`src/rtl/bin_win3x3_gen_if.sv`:
```
// Pixel-in / window-out bundle for the 3x3 binary window generator.
// The pixel source is the master; the window generator is the slave.
interface bin_win3x3_gen_if;
   logic frame_sync;
   logic pix_en;
   logic pix_bit;
   logic data_en;
   logic win_last;
   logic p11, p12, p13;
   logic p21, p22, p23;
   logic p31, p32, p33;

   modport master (
      output frame_sync, pix_en, pix_bit,
      input  data_en, win_last,
      input  p11, p12, p13, p21, p22, p23, p31, p32, p33
   );

   modport slave (
      input  frame_sync, pix_en, pix_bit,
      output data_en, win_last,
      output p11, p12, p13, p21, p22, p23, p31, p32, p33
   );
endinterface

```
`src/rtl/bin_win3x3_gen.sv`:
```
// 3x3 binary neighbourhood window generator with two 1-bit line buffers.
// Taps outside the image are replaced by BORDER_VAL, based on row/column position.
module bin_win3x3_gen #(
   parameter int   IMG_W      = 640,
   parameter int   IMG_H      = 480,
   parameter logic BORDER_VAL = 1'b1
) (
   input  logic             clk,
   input  logic             rst_n,
   bin_win3x3_gen_if.slave  bus
);
   localparam int CW = $clog2(IMG_W);
   localparam int RW = $clog2(IMG_H);
   localparam logic [CW-1:0] COL_LAST = CW'(IMG_W - 1);
   localparam logic [RW-1:0] ROW_LAST = RW'(IMG_H - 1);

   logic [CW-1:0] col_q, col_d, cur_col;
   logic [RW-1:0] row_q, row_d, cur_row;
   logic          lb1 [IMG_W];
   logic          lb2 [IMG_W];
   logic          lb1_rd, lb2_rd;
   logic [2:0]    hist1_q, hist2_q;
   logic [8:0]    win_q, win_d;
   logic          data_en_q, win_last_q;
   logic          row0, row1, col0, col1;

   // frame_sync overrides the stored position so a coincident pixel is (0,0)
   always_comb begin
      cur_col = bus.frame_sync ? '0 : col_q;
      cur_row = bus.frame_sync ? '0 : row_q;
      col_d   = col_q;
      row_d   = row_q;
      if (bus.pix_en) begin
         if (cur_col == COL_LAST) begin
            col_d = '0;
            row_d = (cur_row == ROW_LAST) ? '0 : cur_row + 1'b1;
         end else begin
            col_d = cur_col + 1'b1;
            row_d = cur_row;
         end
      end else if (bus.frame_sync) begin
         col_d = '0;
         row_d = '0;
      end
   end

   assign lb1_rd = lb1[cur_col];
   assign lb2_rd = lb2[cur_col];

   // Read-before-write: LB2 takes the old LB1 entry as LB1 takes the new pixel
   always_ff @(posedge clk) begin
      if (bus.pix_en) begin
         lb1[cur_col] <= bus.pix_bit;
         lb2[cur_col] <= lb1_rd;
      end
   end

   assign row0 = (cur_row == '0);
   assign row1 = (cur_row == RW'(1));
   assign col0 = (cur_col == '0);
   assign col1 = (cur_col == CW'(1));

   // Window bit order is {p11,p12,p13,p21,p22,p23,p31,p32,p33}; history is {top,mid,bot}
   always_comb begin
      win_d    = '0;
      win_d[8] = (row0 | row1 | col0 | col1) ? BORDER_VAL : hist2_q[2];
      win_d[7] = (row0 | row1 | col0)        ? BORDER_VAL : hist1_q[2];
      win_d[6] = (row0 | row1)               ? BORDER_VAL : lb2_rd;
      win_d[5] = (row0 | col0 | col1)        ? BORDER_VAL : hist2_q[1];
      win_d[4] = (row0 | col0)               ? BORDER_VAL : hist1_q[1];
      win_d[3] = row0                        ? BORDER_VAL : lb1_rd;
      win_d[2] = (col0 | col1)               ? BORDER_VAL : hist2_q[0];
      win_d[1] = col0                        ? BORDER_VAL : hist1_q[0];
      win_d[0] = bus.pix_bit;
   end

   always_ff @(posedge clk or negedge rst_n) begin
      if (!rst_n) begin
         col_q      <= '0;
         row_q      <= '0;
         hist1_q    <= '0;
         hist2_q    <= '0;
         win_q      <= '0;
         data_en_q  <= 1'b0;
         win_last_q <= 1'b0;
      end else begin
         col_q      <= col_d;
         row_q      <= row_d;
         data_en_q  <= bus.pix_en;
         win_last_q <= bus.pix_en && (cur_row == ROW_LAST) && (cur_col == COL_LAST);
         if (bus.pix_en) begin
            hist2_q <= hist1_q;
            hist1_q <= {lb2_rd, lb1_rd, bus.pix_bit};
            win_q   <= win_d;
         end
      end
   end

   assign bus.data_en  = data_en_q;
   assign bus.win_last = win_last_q;
   assign {bus.p11, bus.p12, bus.p13,
           bus.p21, bus.p22, bus.p23,
           bus.p31, bus.p32, bus.p33} = win_q;
endmodule

```
`src/flat_wrapper.sv`:
```
// flat-port wrapper written by rule: the top's interface ports become plain ports
module bin_win3x3_gen_flat 
#(
   parameter int   IMG_W      = 640,
   parameter int   IMG_H      = 480,
   parameter logic BORDER_VAL = 1'b1
)
  (clk, rst_n, bus_frame_sync, bus_pix_en, bus_pix_bit, bus_data_en, bus_win_last, bus_p11, bus_p12, bus_p13, bus_p21, bus_p22, bus_p23, bus_p31, bus_p32, bus_p33);
  bin_win3x3_gen_if bus_i ();
  input  logic clk;
  input  logic rst_n;
  input wire logic [$bits(bus_i.frame_sync)-1:0] bus_frame_sync;
  input wire logic [$bits(bus_i.pix_en)-1:0] bus_pix_en;
  input wire logic [$bits(bus_i.pix_bit)-1:0] bus_pix_bit;
  output wire logic [$bits(bus_i.data_en)-1:0] bus_data_en;
  output wire logic [$bits(bus_i.win_last)-1:0] bus_win_last;
  output wire logic [$bits(bus_i.p11)-1:0] bus_p11;
  output wire logic [$bits(bus_i.p12)-1:0] bus_p12;
  output wire logic [$bits(bus_i.p13)-1:0] bus_p13;
  output wire logic [$bits(bus_i.p21)-1:0] bus_p21;
  output wire logic [$bits(bus_i.p22)-1:0] bus_p22;
  output wire logic [$bits(bus_i.p23)-1:0] bus_p23;
  output wire logic [$bits(bus_i.p31)-1:0] bus_p31;
  output wire logic [$bits(bus_i.p32)-1:0] bus_p32;
  output wire logic [$bits(bus_i.p33)-1:0] bus_p33;
  assign bus_i.frame_sync = bus_frame_sync;
  assign bus_i.pix_en = bus_pix_en;
  assign bus_i.pix_bit = bus_pix_bit;
  assign bus_data_en = bus_i.data_en;
  assign bus_win_last = bus_i.win_last;
  assign bus_p11 = bus_i.p11;
  assign bus_p12 = bus_i.p12;
  assign bus_p13 = bus_i.p13;
  assign bus_p21 = bus_i.p21;
  assign bus_p22 = bus_i.p22;
  assign bus_p23 = bus_i.p23;
  assign bus_p31 = bus_i.p31;
  assign bus_p32 = bus_i.p32;
  assign bus_p33 = bus_i.p33;
  bin_win3x3_gen #(.IMG_W(IMG_W), .IMG_H(IMG_H), .BORDER_VAL(BORDER_VAL)) u_core (.clk(clk), .rst_n(rst_n), .bus(bus_i));
endmodule
```
`config.mk`:
```
export PLATFORM = sky130hd
export DESIGN_NAME = bin_win3x3_gen_flat
export DESIGN_NICKNAME = d
export VERILOG_FILES = /design/src/rtl/bin_win3x3_gen_if.sv /design/src/rtl/bin_win3x3_gen.sv /design/src/flat_wrapper.sv
export SDC_FILE = /design/constraint.sdc
export NUM_CORES = 2
export LEC_CHECK = 0
export CORE_ASPECT_RATIO = 1.25
export CORE_MARGIN = 5
export CORE_UTILIZATION = 59
export DETAILED_ROUTE_END_ITERATION = 10
export PLACE_DENSITY_LB_ADDON = 0.15
export SYNTH_ARGS = -nofsm -noshare
export SYNTH_HDL_FRONTEND = slang
export SYNTH_SLANG_ARGS = --single-unit
export TNS_END_PERCENT = 1
```
`constraint.sdc`:
```
create_clock -name clk -period 25.4 [get_ports clk]
set_clock_uncertainty 0.05 [all_clocks]
set_input_delay 3.81 -clock clk [delete_from_list [all_inputs] [get_ports clk]]
set_output_delay 3.81 -clock clk [all_outputs]
set_load 0.1 [all_outputs]
```
# Word level (Yosys, flattened, before mapping)

Memories as Yosys holds them, arrays and structs flattened.
Cells that the tools add are included.

Add/sub/neg operators: 2
Equality and inequality tests: 4
Mux-type cells: 17
Bitwise gates (word level): 6
Reduce and logical (&&, ||, !) cells: 4

Operator list:

| kind                  | count |
|---|---|
| $mux 9                | 4 |
| $mux 10               | 3 |
| $add 10x1->10 const B | 1 |
| $eq 10x1->1 const B   | 1 |
| $eq 10x10->1 const B  | 1 |
| $logic_not 10->1      | 1 |
| $mux 1                | 10 |
| $add 9x1->9 const B   | 1 |
| $eq 9x1->1 const B    | 1 |
| $eq 9x9->1 const B    | 1 |
| $logic_not 9->1       | 1 |
| $or 1x1->1            | 6 |
| $logic_and 1x1->1     | 2 |

Bits in registers: 36
Bits in writable memories: 1280
Input bits: 5
Output and inout port bits: 11
Logic and storage cells: 42
Memories kept: 2

Memories:

| name       | words | width | rd ports | clocked after Yosys merged registers in | wr ports | line                 | text |
|---|---|---|---|---|---|---|---|
| u_core.lb1 | 640   | 1     | 1        | 0                                       | 1        | bin_win3x3_gen.sv:19 | `logic lb1 [IMG_W];` |
| u_core.lb2 | 640   | 1     | 1        | 0                                       | 1        | bin_win3x3_gen.sv:20 | `logic lb2 [IMG_W];` |

# Depth between registers and ports, before layout

Depth in word-level cells: 6
Depth in mapped cells: 16
Gate-level depth less buffers: 10

# Worst setup path after synthesis

No wires, ideal clock.

Path kind: input port to flip-flop
Start point: input bus_frame_sync
End point: memory u_core.lb2[0], data pin
Library setup time: 1635 ps
Data arrival time: 12605 ps
Required time: 23715 ps
Path slack: 11110 ps
Cell stages on the path: 12
Path buffers: 3
Path through: buf_2 -> or4b_1 -> clkbuf_1 -> clkbuf_1 -> a21oi_1 -> o21ai_1 -> o211ai_1 -> o21ai_0 -> and3_1 -> a211oi_1 -> o31ai_2 -> inv_1

Longest elaborated chain between the ends: 2

RTL lines:

| element                 | line                 | text |
|---|---|---|
| start: declaration      | flat_wrapper.sv:12   | `input wire logic [$bits(bus_i.frame_sync)-1:0] bus_frame_sync;` |
| $mux 10                 | -                    |  |
| $mem_v2 640x1           | -                    |  |
| named net u_core.lb1_rd | bin_win3x3_gen.sv:21 | `logic lb1_rd, lb2_rd;` |
| end: declaration        | bin_win3x3_gen.sv:20 |  |

The timed path passes the listed nets, and every way through them passes these cells.

# Final worst setup path

Start point: input bus_frame_sync
End point: memory u_core.lb2[86], data pin

The elaborated chain is that of the path after synthesis.

==> flow_metrics.tcl <==
set metrics [dict create \
    layout-drive-gt1-share_pct 12.1 \
    hold-path-cell-count 1 \
    fill_cells 6491 \
    hold_path_end "u_core.win_q[5]$_DFFE_PN0P_" \
    p_per_area_nw_per_um2 76.2 \
    yosysUniqueCellTypes 82 \
    worstHoldStart "u_core.hist2_q[1]$_DFFE_PN0P_" \
    r2r-end "u_core.lb2[86]$_DFFE_PP_" \
    cts_root_buf "clkbuf_16" \
    wl_per_cell_um 34.6 \
    synth_seq_cells 1315 \
    synth.avg_cell_area_um2 14.4 \
    ys_seq_area_share_pct 71.9 \
    initial_core_util_pct 59.6 \
    clkTransAtPathRegs_ns 0.06 \
    crit_fanout 300 \
    r2r-start "u_core.col_q[0]$_DFF_PN0_" \
    final_area_um2 59900 \
    synth_area_leaders "edfxtp_1 (70%), mux2i_1 (4.8%), nor2_1 (4.8%)" \
    antenna_found_initial 4 \
    status "complete, no violations" \
    period_share_pct 42.8 \
    drc 0 \
    die_x_um 282 \
    vias 35500 \
    r2r_slack_ns 17.27 \
    rsz0062_at_grt "false" \
    ys.warnings.count 0 \
    layout.cells.non_filler 5004 \
    cp.arrival_ns 11.02 \
    async_flop_share_pct 2.66 \
    cts_tree "yes" \
    coreArea_um2 91700 \
    grt_pass1_wl_um 246000 \
    rr_worst_depth 13 \
    fin_nets 3716 \
    postCtsSetupBuffers 0 \
    end_kind "flop" \
    synthToLayoutAreaGrowth_pct 9.55 \
    worstSetupStartpointType "input port" \
    p_total_mw 4.56 \
    leakage_nw 18.6 \
    pin_count 16 \
    clock_sinks 1315 \
    worstSkewPairLatency_ns 0.72 \
    fin_hold_ws_ns 0.444 \
    dr.pass1.iters 7 \
    grt_usage_pct 34.7 \
    grt_max_degree 301 \
    ctsHoldBuffers 0 \
    placed_cells 4779 \
    synth_largest_area_cell "edfxtp_1" \
    vias_per_cell 7.09 \
    peakVddDrop_v 0.0000542 \
    routed_wl_um 173000 \
    syn_area_um2 54700 \
    dp_hpwl_um 100000 \
    dp_slack_ns 14.14 \
    post_cts_resize_count 0 \
    overflow 0 \
    report.final.slew_viol_count 0 \
    critPathKind "in2reg" \
    place_area_um2 55900 \
    h-tree-depth 3 \
    syn_nets 3808 \
    min_period_ns 10.87 \
    worstMarginPinSlew_ns 1.43 \
    yosys_most_used_dff "edfxtp_1" \
    num_rows 124 \
    hold_path_class "reg2reg" \
    synth_edf_count 1280 \
    synthCells 3796 \
    yosys-top-cells-count "edfxtp_1 (1280), nor2_1 (696), mux2i_1 (263)" \
    cts_made_buffers 120 \
    fin_ws_ns 14.53 \
    drv_cap 0 \
    cp.required_ns 25.55 \
    drt_iter0_markers 5583 \
    finish.utilization_pct 65.3 \
    fmax_ghz 0.0920 \
    die_h_um 350 \
    cts_max_path_buffers 3 \
    yosysMostFrequentCell "edfxtp_1" \
    dieArea_um2 98900 \
    routabilityCongestion 0.929 \
    final-setup-viol-count 0 \
    synth_top_area_share_pct 70.3 \
    port_buffers 15 \
    hold_viol 0 \
    grt_pass1_vias 35000 \
    ant_nets 0 \
    tns_ns 0 \
    maxSlewHeadroom_pct 4.34 \
]
-- per-layer routing --
| layer | GRT usage, % | vias to the layer above | wire length (um) |
|---|---|---|---|
| met1 | 44.4 | 17800 | 58700 |
| li1 | - | 14300 | - |
| met3 | 7.95 | 611 | 20800 |
| met2 | 55.3 | 2711 | 81500 |
| met4 | 19.7 | 8 | 12400 |
| met5 | 0 | - | 54 |
-- logic make-up (layout without fill, tap and decap cells) --
kind of cell	Yosys count	in the layout	synth area share [%]
other	0	3	0
xor gates and xnor gates	9	9	0.144
muxes	378	378	8.17
AOI/OAI and AO/OA	639	639	8.47
DFF	1315	1315	71.9
and+or+nand+nor	1096	1096	8.36
buffers and inverters	352	360	2.80
adders and majority gates	7	7	0.160
-- critical path: stages --
cell and delay, ns:
buf_6 0.28, buf_4 0.70, buf_4 0.54, nand2b_2 0.21
buf_4 0.54, nand2_1 0.81, o211ai_1 0.50, o2111ai_1 0.16
o211ai_1 0.35, nand4_1 0.29, o311a_1 0.31, o31ai_2 0.51
inv_8 0.44, buf_4 0.62, buf_12 0.46
-- area by class of cell --
class,count,area (um^2),area share [%]
flip-flops and latches,1315,39300,65.6
multi-input cells,2129,14000,23.3
clock buffers,146,3260,5.44
well taps,1197,1500,2.50
repair buffers,122,985,1.64
clock inverters,76,772,1.29
inverters,16,73.8,0.123
diodes,3,7.51,0.0125
-- where the power goes --
part	switching, mW	leakage, nW	internal (mW)
clock network	0.790	1.95	1.06
logic	0.216	4.70	0.0754
registers	0.00806	11.9	2.41
-- sequential cells by signal, summed over array words and instances, names as in the netlist --
signal	count
u_core.hist1_q	2
u_core.lb1	640
u_core.hist2_q	3
u_core.win_q	9
u_core.col_q	10
u_core.bus.data_en	1
u_core.row_q	9
u_core.lb2	640
u_core.bus.win_last	1
-- cells in the final DEF, fill, tap and decap left out, types with 19 or more instances in the layout --
| cell | synthesis | final |
|---|---|---|
| a31oi_1 | 31 | 31 |
| a22oi_1 | 28 | 28 |
| clkinv_2 | 0 | 20 |
| mux2i_1 | 263 | 263 |
| o211ai_1 | 24 | 24 |
| clkbuf_16 | 0 | 124 |
| mux4_2 | 48 | 48 |
| nand2_1 | 202 | 198 |
| a21oi_1 | 109 | 109 |
| nor2_1 | 696 | 690 |
| mux2_2 | 67 | 67 |
| buf_4 | 10 | 105 |
| nor2b_1 | 30 | 26 |
| nand3_1 | 63 | 55 |
| o221ai_1 | 62 | 62 |
| dfrtp_1 | 35 | 32 |
| and2_1 | 19 | 19 |
| a221oi_1 | 82 | 82 |
| edfxtp_1 | 1280 | 1280 |
| a211oi_1 | 35 | 35 |
| o21ai_0 | 81 | 81 |
| nand4_1 | 20 | 20 |
| clkinv_1 | 1 | 28 |
| o22ai_1 | 38 | 38 |
| a2bb2oi_1 | 23 | 23 |
-- how the worst max path moves through the flow --
stage | startpoint | end | slack [ns] | depth (start not counted)
after floorplan | bus_frame_sync | u_core.lb2[0]$_DFFE_PP_ | 11.11 | 12
after global placement | bus_frame_sync | u_core.lb2[81]$_DFFE_PP_ | 14.39 | 15
after detailed placement | bus_frame_sync | u_core.lb2[87]$_DFFE_PP_ | 14.14 | 15
after CTS | bus_frame_sync | u_core.lb2[87]$_DFFE_PP_ | 14.86 | 15
after global routing | bus_frame_sync | u_core.lb2[241]$_DFFE_PP_ | 14.44 | 15
final | bus_frame_sync | u_core.lb2[86]$_DFFE_PP_ | 14.53 | 15
(Power assumes the default switching activity.)
